==> src/rtl/pipe_stage_reg.sv <==
// Pipeline stage register: NCH packed channels with stall (hold), flush (bubble)
// and reset, plus a load pulse, a held-cycle counter and a saturating stall total.
module pipe_stage_reg #(
    parameter int unsigned WIDTH   = 32,
    parameter int unsigned NCH     = 6,
    parameter int unsigned PC_CH   = 1,
    parameter int unsigned KEEP_PC = 1
) (
    input  logic                   clk,
    input  logic                   res,
    input  logic                   we,
    input  logic                   flush,
    input  logic                   in_valid,
    input  logic [NCH*WIDTH-1:0]   in_bus,
    output logic [NCH*WIDTH-1:0]   out_bus,
    output logic                   out_valid,
    output logic                   out_new,
    output logic [7:0]             hold_cnt,
    output logic [15:0]            stall_total
);

    logic [NCH*WIDTH-1:0] r_bus;
    logic                 r_valid;
    logic                 r_new;
    logic [7:0]           r_hold;
    logic [15:0]          r_stall;

    logic [NCH*WIDTH-1:0] w_flush_bus;
    logic                 w_hold_sat;
    logic                 w_stall_sat;

    // Bubble contents: all zero, except the PC channel optionally follows in_bus
    always_comb begin
        w_flush_bus = '0;
        if (KEEP_PC != 0) begin
            w_flush_bus[PC_CH*WIDTH +: WIDTH] = in_bus[PC_CH*WIDTH +: WIDTH];
        end
    end

    assign w_hold_sat  = (r_hold == '1);
    assign w_stall_sat = (r_stall == '1);

    always_ff @(posedge clk) begin
        if (res) begin
            r_bus   <= '0;
            r_valid <= 1'b0;
            r_new   <= 1'b0;
            r_hold  <= '0;
            r_stall <= '0;
        end else if (flush) begin
            r_bus   <= w_flush_bus;
            r_valid <= 1'b0;
            r_new   <= 1'b0;
            r_hold  <= '0;
        end else if (!we) begin
            r_new <= 1'b0;
            // Counters only advance while a real instruction is being held
            if (r_valid) begin
                if (!w_hold_sat) begin
                    r_hold <= r_hold + 8'd1;
                end
                if (!w_stall_sat) begin
                    r_stall <= r_stall + 16'd1;
                end
            end
        end else begin
            r_bus   <= in_bus;
            r_valid <= in_valid;
            r_new   <= in_valid;
            r_hold  <= '0;
        end
    end

    assign out_bus     = r_bus;
    assign out_valid   = r_valid;
    assign out_new     = r_new;
    assign hold_cnt    = r_hold;
    assign stall_total = r_stall;

endmodule

==> config.mk <==
export PLATFORM = sky130hd
export DESIGN_NAME = pipe_stage_reg
export DESIGN_NICKNAME = d
export VERILOG_FILES = /design/src/rtl/pipe_stage_reg.sv
export SDC_FILE = /design/constraint.sdc
export NUM_CORES = 1
export LEC_CHECK = 0
export BUFFER_PORTS_ARGS = -buffer_cell sky130_fd_sc_hd__buf_2
export CORE_AREA = 8 8 156 158
export DETAILED_ROUTE_END_ITERATION = 10
export DIE_AREA = 0 0 164 166
export PLACE_DENSITY_LB_ADDON = 0.05
export REMOVE_ABC_BUFFERS = 1
export SLEW_MARGIN = 20
export SYNTH_ARGS = -nofsm -noshare
export SYNTH_HDL_FRONTEND = slang
export SYNTH_SLANG_ARGS = --single-unit
==> constraint.sdc <==
create_clock -name clk -period 4.7 [get_ports clk]
set_input_delay 0.47 -clock clk [delete_from_list [all_inputs] [get_ports clk]]
set_output_delay 0.47 -clock clk [all_outputs]
set_load 0.01 [all_outputs]
Word level (Yosys, flattened, before mapping)
Index checks and enable logic that the tools add are counted.
Operators by class
  add/subtract/negate cells: 2
  eq/ne operators: 2
  multiplexer cells: 2
  bitwise logic cells: 4
  reduce and logical (&&, ||, !) cells: 6
Operators by type and width (count)
  $mux W64: 2
  $add A16 B1 Y16 const B: 1
  $eq A16 B16 Y1 const B: 1
  $add A8 B1 Y8 const B: 1
  $eq A8 B8 Y1 const B: 1
  $reduce_or A3 Y1: 2
  $not A1 Y1: 4
  $reduce_and A4 Y1: 1
  $reduce_and A2 Y1: 1
  $reduce_bool A2 Y1: 1
  $reduce_or A2 Y1: 1
Word-level totals
  flip-flop bits (word level): 218
  input bits: 197
  output and inout port bits: 218

Logic depth before layout (Yosys ltp)
  depth in word-level cells: 3
  mapped depth: 6
  depth with buffers taken out: 5

Worst setup path before layout
OpenSTA, ideal clock, no wires.
  path kind: input to register
  start point: in we
  end point: reg r_stall[14] (netlist: stall_total[14])
  library setup time: 0.121 ns
  arrival time: 1.936 ns
  required time: 4.579 ns
  path slack: 2.643 ns
  stages: 6
  path through: or2_1 -> buf_2 -> or3_1 -> buf_2 -> nor4_1 -> mux2_2
On the way
  longest elaborated chain between the ends: 2
Ends and longest elaborated chain
  start: declaration: line 11  | input logic we,
  $not A1 Y1 (no line)
  $reduce_and A4 Y1 (no line)
  end signal: assignment: line 63  | r_stall <= r_stall + 16'd1;
  end: declaration: line 26  | logic [15:0] r_stall;
No other way between the ends.
A chain may end at the register's enable or synchronous reset.

Final worst setup path
  start point: reg r_stall[0] (netlist: stall_total[0])
  end point: reg r_stall[12] (netlist: stall_total[12])
On the way
  longest elaborated chain between the ends: 3
Ends and longest elaborated chain
  branches (longest 3 deep; another with $add A16 B1 Y16)
Several ways; the timed one is not identified.

==> run_results.csv <==
group,metric,value,unit
critical_path,startpoint_type,"flop",
cts,cts_sinks,218,
floorplanning,dieArea,0.02722,mm2
critical_path,crit_slowest_cell,"or3_1",
routing,totalWireLength,26210,um
cells_and_area,final_nets,1242,
synthesis,synth.top_cells.by_count,"218 x dfxtp_1, 160 x a22o_1, 70 x nand2_1",
cts,clk_pin_slew,0.06,ns
floorplanning,core_area,0.02209,mm2
cells_and_area,final_layout_size_suffix_gt1_share,44.25,%
timing,slew-limit-headroom,41.64,%
synthesis,synth-seq-cells,218,
critical_path,end_kind,"flop",
cts,post_cts_resized,0,
grt,grt_max_degree,159,
synthesis,synth_flop_cell,"dfxtp_1",
synthesis,ys_seq_area_share,61.30,%
grt,grt_remaining_overflow,0,
critical_path,critical-path-max-stage-delay,0.45,ns
timing,setup_viol,0,
timing,period_share,43.82,%
power,powerDensity,402.4,mW/mm2
critical_path,required,5.10,ns
timing,timing.final.ws_setup,2.640,ns
cts,cts_tree,"done",
critical_path,crit_type,"reg2reg",
synthesis,post-synth-top-count-cell,"dfxtp_1",
routing,vias,6344,
grt,antenna_found_initial,6,
cts,clk_latency,0.51,ns
floorplanning,io_pins,415,
synthesis,netlist_instances,646,
grt,first_global_vias,6411,
routing,drc_errors,0,
placement,gp_congestion,0.7562,
critical_path,path_cells,"ha_1 > nand3_1 > or3_1 > nor4_1 > mux2_2",
cells_and_area,synthToLayoutAreaGrowth,44.31,%
timing,fin_tns_setup,0,ns
power,peakVddDrop,210.8,uV
synthesis,syn_area,0.007119,mm2
run_status,status,"finished clean",
power,swShare,22.68,%
timing,rsz0062_at_grt,"false",
timing,drv_slew,0,
cts,clockBufferDepth,3,
power,p_leak,5.061,nW
timing,skew,0.01190,ns
job,drv_cap,0,
worst_hold_path,hp-class,"in2reg",
cts,root_buffer,"clkbuf_16",
worst_hold_path,hold_depth,2,
synthesis,synth-edff-count,0,
synthesis,synth_top_area_share,61.30,%
cts,htreeDepth,1,
cts,post_cts_buffers,0,
power,pwr-share-clk,45.6,%
timing,period_minus_slack,2.060,ns
floorplanning,die_w,164,um
floorplanning,die_h,166,um
cts,cts_hold_buf,0,
grt,grt_use_total,18.10,%
placement,hpwl,19400,um
power,comb_power_share,7.4,%
synthesis,synth_area_per_cell,11.02,um2
power,pwr-share-seq,47.0,%
floorplanning,start_util,32.23,%
floorplanning,rows,55,
timing,max_freq,485.5,MHz
routing,post_drt_wl_per_cell,19.47,um
placement,io_buffers,414,
critical_path,cp_num_cells,5,
synthesis,async_reset_ff_share,0,%
routing,via_per_inst,4.713,
critical_path,critical_path.max_fanout,10,
critical_path,path_delay_family,"simple AND/OR/NAND/NOR gates",
routing,dr.pass1.iters,4,
critical_path,r2r_slack,2.64,ns
placement,placed_cells,1301,
cells_and_area,final_cell_count_no_fill,1346,
placement,dp_slack,2.242,ns
critical_path,reg2reg_depth,5,
cts,cts_made_buffers,25,
routing,antenna_left,0,
synthesis,yosys_warnings,0,
critical_path,cp.arrival,2.46,ns
grt,grt_pass1_wl,38820,um
synthesis,ys_types,38,
power,switchingPower,0.9374,mW
critical_path,crit_buf_inv,0,
routing,drt_iter0_drc,314,
timing,hold_viol,0,
power,internal-power,3.197,mW
synthesis,synthTopCellsByArea,"dfxtp_1 61%, a22o_1 20%, nand2_1 3.7%",
synthesis,synth_top_area_cell,"dfxtp_1",
timing,tightest_slew,0.8687,ns
## worst reg2reg max path, delay by kind of cell, from the launching register on
kind	cells	cell delay, ns
AND/OR/NAND/NOR	3	0.91
flip-flops	1	0.41
multiplexers	1	0.38
adder cells (fa/ha/maj)	1	0.25
## registers in the layout, summed over array words and instances, names as in the netlist
register	flops
hold_cnt	8
out_bus	192
out_new	1
out_valid	1
stall_total	16
## power groups by stage
stage                     clock, mW  combinational (mW)  sequential (mW)
final                          1.89               0.307             1.94
after global placement            0               0.312             1.98
after detailed placement          0               0.314             1.98
after global routing           2.03               0.335             1.95
after CTS                      1.94               0.313             1.94
after floorplan                   0               0.100             2.01
## per-layer routing
layer | up-vias | GRT usage, % | wire length [um]
met5 | - | 0 | 60
met4 | 10 | 5.101 | 571
met3 | 50 | 7.338 | 2691
met2 | 248 | 30.97 | 12660
met1 | 2835 | 20.26 | 10220
li1 | 3201 | - | -
## cells by family (layout without fill, tap and decap cells)
logic type	count (synthesis)	in the layout	share of synthesized area, %
XOR/XNOR	3	3	0.3691
flip-flops	218	218	61.30
adder cells (fa/ha/maj)	2	2	0.3514
other	0	1	0
AO/OA/AOI/OAI	225	225	24.82
AND/OR/NAND/NOR	137	137	9.350
buffers and inverters	56	470	3.058
multiplexers	5	5	0.7557
## metrics by stage
| step | power [mW] | instance area, um2 | hold WS (ns) | util [%] |
|---|---|---|---|---|
| finish | 4.134 | 10270 | 0.1695 | 46.51 |
| floorplan | 2.113 | 6917 | 0.4700 | - |
| CTS | 4.197 | 10260 | 0.1429 | 46.47 |
| global route | 4.312 | 10270 | 0.1448 | 46.51 |
| detailed placement | 2.294 | 9458 | 0.4407 | 42.82 |
| global placement | 2.293 | 9458 | 0.4364 | 42.82 |
## final timing paths
kind,startpoint,endpoint
worst max-delay path,stall_total[0],stall_total[12]
worst min-delay path,in_bus[132],out_bus[132]
worst max register to register,stall_total[0],stall_total[12]
worst min register to register,out_bus[32],out_bus[32]
## cells in the final DEF (no fill, tap or decap), types with 6 or more instances in the layout
cell,count
nand2_1,70
buf_2,414
or4_1,8
o31ai_1,6
a22o_1,160
clkbuf_16,25
nand4_1,7
dfxtp_1,218
a21oi_1,48
nand3_1,8
nor2_1,9
nor3_1,8
clkbuf_8,7
## layout make-up
type,count,area [um2]
flip-flops and latches,218,4364
inverters,4,15.01
multi-input cells,372,2559
well taps,285,356.6
clock inverters,7,66.31
repair buffers,422,2170
fillers,2156,11820
diodes,1,2.502
clock buffers,37,740.7
Note: power is estimated with default switching activity, not from simulation.
